### src/rtl/sa_row_loader.sv
// Row feeder for the combinational systolic Gaussian-elimination array: streams DAT_D rows
// from a synchronous row RAM, waits for the array's finish edge and reports rank and cycle count.
module sa_row_loader #(
    parameter int unsigned DAT_W   = 8,
    parameter int unsigned DAT_D   = 7,
    parameter int unsigned ADDR_W  = 3,
    parameter int unsigned CNT_W   = 16,
    parameter int unsigned TIMEOUT = 1024
) (
    input  logic              clk,
    input  logic              rst,
    input  logic              go,
    output logic              busy,
    output logic              done,
    output logic              full_rank,
    output logic              timeout,
    output logic [CNT_W-1:0]  cycles,
    output logic [ADDR_W-1:0] mem_addr,
    output logic              mem_rden,
    input  logic [DAT_W-1:0]  mem_q,
    output logic              sa_start,
    output logic [DAT_W-1:0]  sa_data,
    input  logic              sa_finish,
    input  logic              sa_full_rank
);

    localparam int unsigned KW  = $clog2(DAT_D + 1);
    localparam int unsigned KW1 = KW + 1;
    localparam int unsigned TW  = (TIMEOUT > 2) ? $clog2(TIMEOUT) : 1;

    typedef enum logic [2:0] {StIdle, StPrime, StStream, StWaitFin, StDone} state_e;

    state_e              state_q, state_d;
    logic [KW-1:0]       k_q, k_d;
    logic [TW-1:0]       wait_q, wait_d;
    logic                fin_prev_q;
    logic                busy_q, busy_d, done_q, done_d;
    logic                full_rank_q, full_rank_d, timeout_q, timeout_d;
    logic [CNT_W-1:0]    cycles_q, cycles_d;
    logic [ADDR_W-1:0]   mem_addr_q, mem_addr_d;
    logic                mem_rden_q, mem_rden_d;
    logic                sa_start_q, sa_start_d;
    logic [DAT_W-1:0]    sa_data_q, sa_data_d;
    logic [KW1-1:0]      rd_idx;
    logic                rd_en;
    logic                fin_edge;

    always_comb begin
        state_d     = state_q;
        k_d         = k_q;
        wait_d      = wait_q;
        full_rank_d = full_rank_q;
        timeout_d   = timeout_q;
        cycles_d    = cycles_q;
        mem_addr_d  = '0;
        mem_rden_d  = 1'b0;
        sa_start_d  = 1'b0;
        sa_data_d   = '0;
        rd_idx      = '0;
        rd_en       = 1'b0;
        fin_edge    = sa_finish & ~fin_prev_q;

        // Counter runs from the sa_start cycle (row index 1) through the finish cycle.
        if (((state_q == StStream) && (k_q != '0)) || (state_q == StWaitFin)) begin
            if (cycles_q != '1) cycles_d = cycles_q + CNT_W'(1);
        end

        unique case (state_q)
            StIdle: begin
                if (go) begin
                    state_d     = StPrime;
                    full_rank_d = 1'b0;
                    timeout_d   = 1'b0;
                    cycles_d    = '0;
                    mem_rden_d  = 1'b1;
                end
            end
            StPrime: begin
                state_d = StStream;
                k_d     = '0;
                rd_idx  = KW1'(1);
                rd_en   = 1'b1;
            end
            StStream: begin
                sa_start_d = (k_q == '0);
                if (k_q < KW'(DAT_D)) sa_data_d = mem_q;
                if (k_q == KW'(DAT_D)) begin
                    state_d = StWaitFin;
                    wait_d  = '0;
                end else begin
                    k_d = k_q + KW'(1);
                    // The cycle after the last row is a drain slot with no address issued.
                    if (k_q != KW'(DAT_D - 1)) begin
                        rd_idx = {1'b0, k_q} + KW1'(2);
                        rd_en  = 1'b1;
                    end
                end
            end
            StWaitFin: begin
                if (fin_edge) begin
                    full_rank_d = sa_full_rank;
                    state_d     = StDone;
                end else if (wait_q == TW'(TIMEOUT - 2)) begin
                    timeout_d   = 1'b1;
                    full_rank_d = 1'b0;
                    state_d     = StDone;
                end else begin
                    wait_d = wait_q + TW'(1);
                end
            end
            StDone: begin
                state_d = StIdle;
            end
            default: begin
                state_d = StIdle;
            end
        endcase

        if (rd_en) begin
            mem_rden_d = (rd_idx < KW1'(DAT_D));
            mem_addr_d = mem_rden_d ? ADDR_W'(rd_idx) : ADDR_W'(DAT_D - 1);
        end

        busy_d = (state_d != StIdle);
        done_d = (state_d == StDone);
    end

    always_ff @(posedge clk) begin
        if (rst) begin
            state_q     <= StIdle;
            k_q         <= '0;
            wait_q      <= '0;
            fin_prev_q  <= 1'b1;
            busy_q      <= 1'b0;
            done_q      <= 1'b0;
            full_rank_q <= 1'b0;
            timeout_q   <= 1'b0;
            cycles_q    <= '0;
            mem_addr_q  <= '0;
            mem_rden_q  <= 1'b0;
            sa_start_q  <= 1'b0;
            sa_data_q   <= '0;
        end else begin
            state_q     <= state_d;
            k_q         <= k_d;
            wait_q      <= wait_d;
            fin_prev_q  <= sa_finish;
            busy_q      <= busy_d;
            done_q      <= done_d;
            full_rank_q <= full_rank_d;
            timeout_q   <= timeout_d;
            cycles_q    <= cycles_d;
            mem_addr_q  <= mem_addr_d;
            mem_rden_q  <= mem_rden_d;
            sa_start_q  <= sa_start_d;
            sa_data_q   <= sa_data_d;
        end
    end

    assign busy      = busy_q;
    assign done      = done_q;
    assign full_rank = full_rank_q;
    assign timeout   = timeout_q;
    assign cycles    = cycles_q;
    assign mem_addr  = mem_addr_q;
    assign mem_rden  = mem_rden_q;
    assign sa_start  = sa_start_q;
    assign sa_data   = sa_data_q;

endmodule

### config.mk
export PLATFORM = sky130hd
export DESIGN_NAME = sa_row_loader
export DESIGN_NICKNAME = d
export VERILOG_FILES = /design/src/rtl/sa_row_loader.sv
export SDC_FILE = /design/constraint.sdc
export NUM_CORES = 1
export LEC_CHECK = 0
export ABC_AREA = 1
export ABC_CLOCK_PERIOD_IN_PS = 2029
export BUFFER_PORTS_ARGS = -buffer_cell sky130_fd_sc_hd__buf_2
export CAP_MARGIN = 10
export CORE_UTILIZATION = 55
export DETAILED_ROUTE_END_ITERATION = 8
export GPL_TIMING_DRIVEN = 0
export PLACE_DENSITY = 0.78
export SLEW_MARGIN = 30
export SYNTH_ARGS = -nofsm -noshare
export SYNTH_HDL_FRONTEND = slang
export SYNTH_SLANG_ARGS = --single-unit
### constraint.sdc
create_clock -name clk -period 2.03 [get_ports clk]
set_clock_uncertainty 0.2 [all_clocks]
set_input_delay 0.3045 -clock clk [delete_from_list [all_inputs] [get_ports clk]]
set_output_delay 0.3045 -clock clk [all_outputs]
set_load 0.005 [all_outputs]
==> flow_summary.json <==
{
  "synth_edf_count": 0,
  "yosys_warnings": 0,
  "drv_slew": 0,
  "track_usage_pct": 23.5,
  "syn-num-nets": 402,
  "synth_cell_types": 34,
  "final_nets": 463,
  "die_h_um": 71.9,
  "dieArea_um2": 5170,
  "antenna_found_initial": 0,
  "htree_levels": 2,
  "syn_inst": 380,
  "tns_ps": 0,
  "cts_resized": 0,
  "synth_area_leaders": "dfxtp_1 (37%), nand2_1 (12%), inv_1 (7.4%)",
  "grt_pass1_wl_um": 9630,
  "outcome": "finished, final reports clean",
  "grt_start_max_net_pins": 19,
  "n_fill_cell": 401,
  "syn-mean-instance-area_um2": 7.08,
  "clkTransAtPathRegs_ps": 100,
  "vias": 2505,
  "fmax_ghz": 0.542,
  "place_area_um2": 3000,
  "yosys-top-cells-count": "nand2_1 (88), inv_1 (53), nor2_1 (52)",
  "peakVddDrop_uv": 492,
  "syn_area_um2": 2690,
  "drtIter0Drc": 155,
  "end_kind": "flip-flop",
  "hold_end": "full_rank",
  "ant_nets": 0,
  "drt_wl_total_um": 5810,
  "yosys.cell_count.top_type": "nand2_1",
  "final-setup-viol-count": 0,
  "cts_inserted_buffers": 5,
  "post_drt_wl_per_cell_um": 11.4,
  "r2r_slack_ps": 180,
  "cts_tree": "done",
  "hold_start": "rst",
  "fin_area_um2": 3180,
  "vias_per_cell": 4.92,
  "cap_violations": 0,
  "ios": 46,
  "slew_headroom_pct": 66.8,
  "finalHoldViolCount": 0,
  "timing.rr.end": "cycles[14]",
  "power.density_nw_per_um2": 684,
  "io_buffers": 45,
  "async_flop_share_pct": 0,
  "grt_pass1_vias": 2214,
  "seq_area_frac_synth_pct": 37.2,
  "cp-start-kind": "flip-flop",
  "n_antenna_cell": 0,
  "syn2layout_area_growth_pct": 18.4,
  "min_path_cells": 2,
  "synth.top_cell.area_share_pct": 37.2,
  "rows": 25,
  "fin_cells": 509,
  "grt_overflow": 0,
  "firstDrtPassIters": 4,
  "start_util_pct": 56.9,
  "tightest_slew_ps": 498,
  "period_share_pct": 90.9,
  "drc": 0,
  "cts_root_buf": "clkbuf_8",
  "rsz0062_at_grt": "no",
  "crit_type": "reg2reg",
  "reg2reg_depth": 9,
  "r2r_start": "k_q[1]",
  "worstPathMaxFanout": 6,
  "synth_top_cell_by_area": "dfxtp_1",
  "cts_sinks": 50,
  "cp.arrival_ps": 1910,
  "core-area_um2": 4720,
  "drive_gt1_share_pct": 21.9,
  "synth_top_flop_cell": "dfxtp_1",
  "worstPathRequired_ps": 2090,
  "ys_seq_elements": 50,
  "dpl.hpwl_um": 4210,
  "die_x_um": 71.9,
  "insertion_delay_ps": 310,
  "placed_cells": 492,
  "p_leak_uw": 0.00151,
  "clock_path_buffers": 2,
  "gp_congestion": 0.898,
  "period_needed_ps": 1850,
  "hp-class": "in2reg"
}
==> power by group <==
part           switching [µW]  internal, µW  leakage [µW]  total, µW
sequential               53.4          1040      0.000405       1090
combinational             294           178       0.00106        472
clock                     361           254     0.0000491        615
==> worst max path at each step <==
stage	endpoint	depth (start not counted)	startpoint
floorplan	cycles[10]	9	cycles[0]
finish	cycles[14]	9	k_q[1]
CTS	cycles[14]	9	k_q[1]
global placement	cycles[10]	9	k_q[0]
detailed placement	cycles[10]	9	k_q[1]
global route	cycles[14]	9	k_q[1]
==> logic make-up (layout without fill, tap and decap cells) <==
logic type	count (synthesis)	count (layout)	synth area share, %
simple gates	212	212	38.0
buf+inv	64	126	9.91
flops	50	50	37.2
compound gates	38	38	8.42
fa+ha+maj	9	9	4.19
xor+xnor	7	7	2.28
==> cells in the final DEF (no fill, tap or decap), drive strengths merged <==
cell type / n
nand2: 101
nor2: 61
inv: 60
dfxtp: 50
buf: 50
nand3: 30
a21oi: 23
o21ai: 13
ha: 9
dlygate4sd3: 9
nand4: 7
clkbuf: 6
nor3: 6
nand3b: 5
xor2: 4
xnor2: 3
a21boi: 1
o2111ai: 1
or2: 1
and2: 1
clkinv: 1
==> state kept, by name, indices dropped and copies added, names as in the netlist, 3 cells and up <==
signal	count
cycles	16
wait_q	10
sa_data	8
k_q	3
state_q	3
mem_addr	3
==> layout make-up <==
| class | count | area, µm² | share of cell area [%] |
|---|---|---|---|
| buffer | 6 | 48.8 | 1.53 |
| sequential | 50 | 1000 | 31.4 |
| timing repair buffer | 54 | 315 | 9.91 |
| clock inverter | 3 | 26.3 | 0.825 |
| tap | 67 | 83.8 | 2.63 |
| inverter | 58 | 218 | 6.84 |
| clock buffer | 5 | 68.8 | 2.16 |
| multi-input combinational | 266 | 1420 | 44.7 |
==> per-stage QoR <==
stage	hold WS (ps)	util, %	worst slack, ps	total power, µW
CTS	36.7	67.4	197	2190
detailed placement	249	63.5	238	1570
global placement	248	63.5	275	1560
finish	52.6	67.4	184	2180
global route	41.1	67.4	19.5	2290
floorplan	174	-	427	1440
==> critical path, stage by stage (launching register included) <==
cell and delay [ps]:
dfxtp_1 450, inv_1 110, ha_1 220, nand3_2 100, nand2_2 110, nor3_2 260
nand2_1 160, nand3_1 90, nand2_1 50, inv_1 40
==> what timing repair did <==
| item | 4_1_cts | 5_1_grt |
|---|---|---|
| endpoints found under the hold margin | 9 | 0 |
| hold buffers | 9 | 0 |
| buffers inserted | 0 | 0 |
==> per-layer routing <==
metal	global-route usage, %	part of all wire, %
met1	30.4	46
met2	39.6	47
met3	4.31	5.5
met4	7.84	1.2
met5	0	0
No activity file was read; power rests on OpenSTA's default activity.
